--- config.mk ---
export PLATFORM = sky130hd
export DESIGN_NAME = upower_issue_ctrl
export DESIGN_NICKNAME = d
export VERILOG_FILES = /design/src/rtl/upower_issue_ctrl.sv
export SDC_FILE = /design/constraint.sdc
export NUM_CORES = 1
export LEC_CHECK = 0
export CELL_PAD_IN_SITES_DETAIL_PLACEMENT = 1
export CELL_PAD_IN_SITES_GLOBAL_PLACEMENT = 2
export CORE_UTILIZATION = 27
export CTS_BUF_LIST = sky130_fd_sc_hd__clkbuf_4 sky130_fd_sc_hd__clkbuf_8
export DETAILED_ROUTE_END_ITERATION = 16
export PLACE_DENSITY = 0.78
export RECOVER_POWER = 25
export SETUP_SLACK_MARGIN = 0.4
export SLEW_MARGIN = 40
export SYNTH_ARGS = -nofsm -noshare
export SYNTH_HDL_FRONTEND = slang
export SYNTH_SLANG_ARGS = --single-unit
--- constraint.sdc ---
create_clock -name clk -period 3.7 [get_ports clk]
set_input_delay 0.37 -clock clk [delete_from_list [all_inputs] [get_ports clk]]
set_output_delay 0.37 -clock clk [all_outputs]
set_load 0.005 [all_outputs]
--- src/rtl/upower_issue_ctrl.sv ---
// Multicycle fetch/decode/execute/writeback sequencer: owns PC, instruction latch, ALU/RF strobes.
// Optional EXEC watchdog enabled by defining UPOWER_ISSUE_WDOG_EN (fault=2 on trip).
module upower_issue_ctrl #(
  parameter int              PC_W     = 32,
  parameter logic [PC_W-1:0] RESET_PC = '0,
  parameter int              WDOG_MAX = 15
) (
  input  logic            clk,
  input  logic            reset,
  input  logic            start,
  input  logic            stop_req,
  output logic            imem_req,
  output logic [PC_W-1:0] imem_addr,
  input  logic            imem_ack,
  input  logic [31:0]     imem_data,
  output logic [31:0]     instr,
  output logic            alu_start,
  input  logic            alu_done,
  input  logic            br_taken,
  input  logic [PC_W-1:0] br_target,
  output logic            rf_we,
  output logic            busy,
  output logic            halted,
  output logic [1:0]      fault,
  output logic [31:0]     retired,
  output logic [PC_W-1:0] pc
);

  typedef enum logic [2:0] {IDLE, FETCH, DECODE, EXEC, WB, HALT} state_t;

  state_t          state, state_nx;
  logic [PC_W-1:0] npc, npc_nx;
  logic            exec_first;
  logic            stop_pend;
  logic [5:0]      opcode;
  logic            is_branch;
  logic            no_wb;
  logic            wdog_trip;

  assign opcode    = instr[31:26];
  assign is_branch = (opcode == 6'd18) || (opcode == 6'd19);

  always_comb begin
    no_wb = 1'b0;
    case (opcode)
      6'd18, 6'd19, 6'd36, 6'd37, 6'd38, 6'd44, 6'd62: no_wb = 1'b1;
      default: no_wb = 1'b0;
    endcase
  end

`ifdef UPOWER_ISSUE_WDOG_EN
  localparam int WDW = (WDOG_MAX > 1) ? $clog2(WDOG_MAX + 1) : 1;
  logic [WDW-1:0] wdog_cnt;

  // Count restarts on every EXEC entry; trip in the WDOG_MAX-th EXEC cycle.
  always_ff @(posedge clk or posedge reset) begin
    if (reset)               wdog_cnt <= '0;
    else if (state != EXEC)  wdog_cnt <= '0;
    else                     wdog_cnt <= wdog_cnt + 1'b1;
  end
  assign wdog_trip = (wdog_cnt == WDW'(WDOG_MAX - 1));
`else
  localparam int unused_wdog_max = WDOG_MAX;
  assign wdog_trip = 1'b0;
`endif

  always_comb begin
    state_nx  = state;
    npc_nx    = npc;
    imem_req  = 1'b0;
    alu_start = 1'b0;
    rf_we     = 1'b0;
    case (state)
      IDLE:   if (start) state_nx = FETCH;
      FETCH: begin
        imem_req = 1'b1;
        if (imem_ack) state_nx = DECODE;
      end
      DECODE: state_nx = (opcode == 6'd0) ? HALT : EXEC;
      EXEC: begin
        alu_start = exec_first;
        if (alu_done) begin
          state_nx = WB;
          npc_nx   = (is_branch && br_taken) ? br_target : pc + PC_W'(4);
        end else if (wdog_trip) begin
          state_nx = HALT;
        end
      end
      WB: begin
        rf_we    = ~no_wb;
        state_nx = (stop_pend || stop_req) ? IDLE : FETCH;
      end
      HALT:    state_nx = HALT;
      default: state_nx = IDLE;
    endcase
  end

  assign imem_addr = pc;
  assign busy      = (state != IDLE) && (state != HALT);
  assign halted    = (state == HALT);

  always_ff @(posedge clk or posedge reset) begin
    if (reset) begin
      state      <= IDLE;
      pc         <= RESET_PC;
      npc        <= RESET_PC;
      instr      <= '0;
      retired    <= '0;
      fault      <= 2'd0;
      stop_pend  <= 1'b0;
      exec_first <= 1'b0;
    end else begin
      state      <= state_nx;
      npc        <= npc_nx;
      exec_first <= (state_nx == EXEC) && (state != EXEC);
      if (state == FETCH && imem_ack) instr <= imem_data;
      if (state == DECODE && opcode == 6'd0) fault <= 2'd1;
      if (state == EXEC && !alu_done && wdog_trip) fault <= 2'd2;
      if (state == WB) begin
        pc      <= npc;
        retired <= retired + 32'd1;
      end
      // A stop seen together with start in IDLE still lets one instruction run.
      if (state == WB && state_nx == IDLE)
        stop_pend <= 1'b0;
      else if (stop_req && (busy || (state == IDLE && start)))
        stop_pend <= 1'b1;
    end
  end

endmodule
Word level (Yosys, flattened, before mapping). Index checks and enable logic that the tools add are counted.

Output and inout bits: 135. Bits in registers: 134. Word-level logic and storage cells: 57. Input port bits: 71.

Bitwise logic cells: 1. Add/sub/neg operators: 2. Muxes and demuxes: 13. Eq/ne operators: 15. Reduce and logical (&&, ||, !) cells: 18.

Operator list (count): $add 32x1->32 const B (1); $add 32x3->32 const B (1); $mux 32 (1); $eq 6x6->1 const B (5); $pmux 3 s6 (1); $eq 6x5->1 const B (2); $mux 3 (4); $eq 3x2->1 const B (3); $logic_and 1x1->1 (8); $mux 1 (7); $reduce_or 7->1 (1); $eq 3x3->1 const B (2); $logic_not 3->1 (2); $logic_not 6->1 (1); $eq 3x1->1 const B (1); $logic_or 1x1->1 (3); $ne 3x2->1 const B (1); $ne 3x3->1 const B (1); $reduce_bool 3->1 (1); $reduce_and 2->1 (1); $reduce_bool 2->1 (1); $not 1->1 (1).

Depth between registers and ports, before layout.
Word-level depth: 6. Depth in mapped cells: 7. Gate-level depth less buffers: 6.

Worst setup path before layout. Ideal clock, no wire load.

Path kind: register to register. Start: register pc[2], in the netlist imem_addr[2]. End: register npc[28]. Data arrival time: 1.784 ns. Data required time: 3.562 ns. Buffers on the path: 0. Clock period less this slack: 1.922 ns. Slack: 1.778 ns. Stages on the path, launching flop included: 7. Library setup time: 0.138 ns. Cell sequence: dfrtp_1 > ha_1 > nand3_1 > or3_1 > nor4_1 > xnor2_1 > o22ai_1.

Word-level cells in the longest chain between the ends: 2.

RTL lines: from (decl) (RTL line 26) `output logic [PC_W-1:0] pc`; from (signal assigned) (RTL line 120) `pc <= npc;`; $add 32x3->32 (RTL line 84) `npc_nx = (is_branch && br_taken) ? br_target : pc + PC_W'(4);`; $mux 32 (RTL line 84); to (signal assigned) (RTL line 114) `npc <= npc_nx;`; to (decl) (RTL line 32) `logic [PC_W-1:0] npc, npc_nx;`.

No other way between the ends. A chain may end at the register's enable or synchronous reset.

==> results.ini <==
[logic_synthesis]
synth_top_area_share_pct=52.3
netlist_instances=591
synth.area.mux_share_pct=10.9
synth_ff_type=dfrtp_1
synth_fa_ha_area_share_pct=0.547
synth-warning-count=0
ys_types=41
ys_seq_area_share_pct=52.3
synth-simple-area-share_pct=15.9
syn_area_um2=6410
syn-num-nets=664
yosys.area.top_type=dfrtp_1
synth-seq-cells=134
synth_top_family_by_area=simple AND/OR/NAND/NOR gates
synth-edff-count=0
async_flop_share_pct=100
synthXorXnorAreaFrac_pct=7.93
synth_compound_area_share_pct=6.46
synthTopCellsByArea=dfrtp_1, mux2_2, xnor2_1, buf_4, nor2_1
avgSynthCellArea_um2=10.8

[setup_path]
cp_cell_sequence=dlygate4sd3_1 > clkinvlp_2 > clkbuf_1
endpoint_kind=async pin
critPathArrivalTime_ns=2.78
cpPeakStageDelay_ns=1.33
crit_type=primary input to async pin
cp_max_fo=31
worstSetupStartpointType=primary input
rrSetupSlack_ns=1.38
worst-path-buf-inv=3
slowest_stage=clkbuf_1
worstPathRequired_ns=3.93
critPathTopFamily=buffers and inverters

[cells_and_area]
area_growth_pct=39.7
drive_gt1_share_pct=14.9
final_common_cell=clkdlybuf4s50_1
antenna_cells=0
final_util_pct=38.3
nets=839
final_cell_mix=clkdlybuf4s50_1, dfrtp_1, mux2_2
post-route-cell-area_um2=8950

[die]
io_pins=206
start_util_pct=27.4
rows=56
dieArea_um2=24400
die_h_um=156
core-area_um2=23400
fp.dieW_um=156

[timing]
setup_viol_count_final=0
fin_skew_ns=0.0149
period_share_pct=69.0
period_minus_slack_ns=2.55
worstMarginPinSlew_ns=1.76
rsz0062_at_grt=false
slew_headroom_pct=-17.5
setup_tns_ns=0
fmax_mhz=392
fin_ws_ns=1.15
maxSlewViolCount=61
hold_viol_final=0

[cts]
cts_tree=yes
numCtsBuffers=17
cts_resized=0
htreeDepth=4
clk_pin_slew_ns=0.08
clock_path_buffers=2
cts_setup_buffers=0
clk_latency_ns=0.46
ctsHoldBuffers=0
cts-root-buf=clkbuf_8
cts_num_sinks=134

[detailed_routing]
antenna_left=0
dr.pass1.iters=6
drt_iter0_drc=167
drcViolationCount=0
routedWlPerCell_um=16.5
vias_per_cell=4.56
dr_total_vias=5004
finalWirelength_um=18100

[grt]
antenna_found_initial=0
grt_pass1_vias=5257
grt_max_degree=41
grt_overflow=0
track_usage_pct=15.6
grt_pass1_wl_um=29100

[outcome]
status=finished with violations
failed_checks=max-capacitance violations, max-slew violations

[place]
dp_hpwl_um=12900
io_buffer_count=204
place_congestion=0.725
dp_slack_ns=1.31
placed_area_um2=8640

[power_and_ir_drop]
leakagePower_uw=0.00360
ir_drop_mv=0.259
power.density_nw_per_um2=656

[flow_run]
cap_violations=2

[min_path]
hold_class=flip-flop to flip-flop

-- flip-flops by register name, indices dropped and copies added, names as in the netlist --
name and count:
imem_addr 32, retired 32, exec_first 1, state 3
instr 32, fault 1, stop_pend 1, npc 32
-- cell type report --
class / count / area, um2
well taps: 319 / 399
inverters: 8 / 31.3
repair buffers: 213 / 2110
multi-input cells: 392 / 2700
flip-flops and latches: 134 / 3350
clock inverters: 11 / 75.1
clock buffers: 21 / 283
fillers: 2608 / 14500
-- final timing paths --
kind                             start     endpoint  cells after the start
min in group asynchronous        reset      npc[11]                      2
max in group clk              state[2]        rf_we                      4
min                        retired[31]  retired[31]                      1
min reg2reg                retired[31]  retired[31]                      1
max                              reset   retired[4]                      3
max reg2reg                  instr[29]      npc[31]                      5
-- cell families after synthesis --
kind of cell | after synthesis
xor gates and xnor gates | 58
AOI/OAI and AO/OA | 75
DFF | 134
muxes | 62
buffers and inverters | 65
and+or+nand+nor | 193
other | 1
adders and majority gates | 3
-- through the flow --
stage               instances  hold WS (ns)  power, uW
global placement         1065         0.459       4770
floorplan                 591         0.444       3580
detailed placement       1066         0.465       4810
finish                   1098         0.470       5880
global route             1098         0.461       6310
CTS                      1098         0.269       5990
-- synthesized netlist by cell type (all sizes together), types with 3 or more instances --
library cell,count
a21oi,26
o22ai,14
and3,10
o21ai,26
clkbuf,19
or3,3
nor2b,4
xor2,18
nor3,10
dfrtp,134
or4,3
nand3,26
buf,38
and4,8
inv,8
nor4,7
a31oi,4
xnor2,40
mux2,62
nand4,19
nand2b,4
nor2,49
nand2,45
-- report_power, final --
| group | switching, uW | internal, uW | leakage [uW] |
|---|---|---|---|
| clock network | 615 | 524 | 0.000186 |
| logic | 807 | 1440 | 0.00170 |
| registers | 524 | 1970 | 0.00171 |
-- layer usage --
metal	vias up	track usage (%)	share of wire [%]
met5	-	0	0
met4	0	3.36	0.75
met3	10	5.69	6.5
met2	127	25.1	48
met1	2489	19.9	45
li1	2378	-	-
Power figures use the tool's default switching activity.
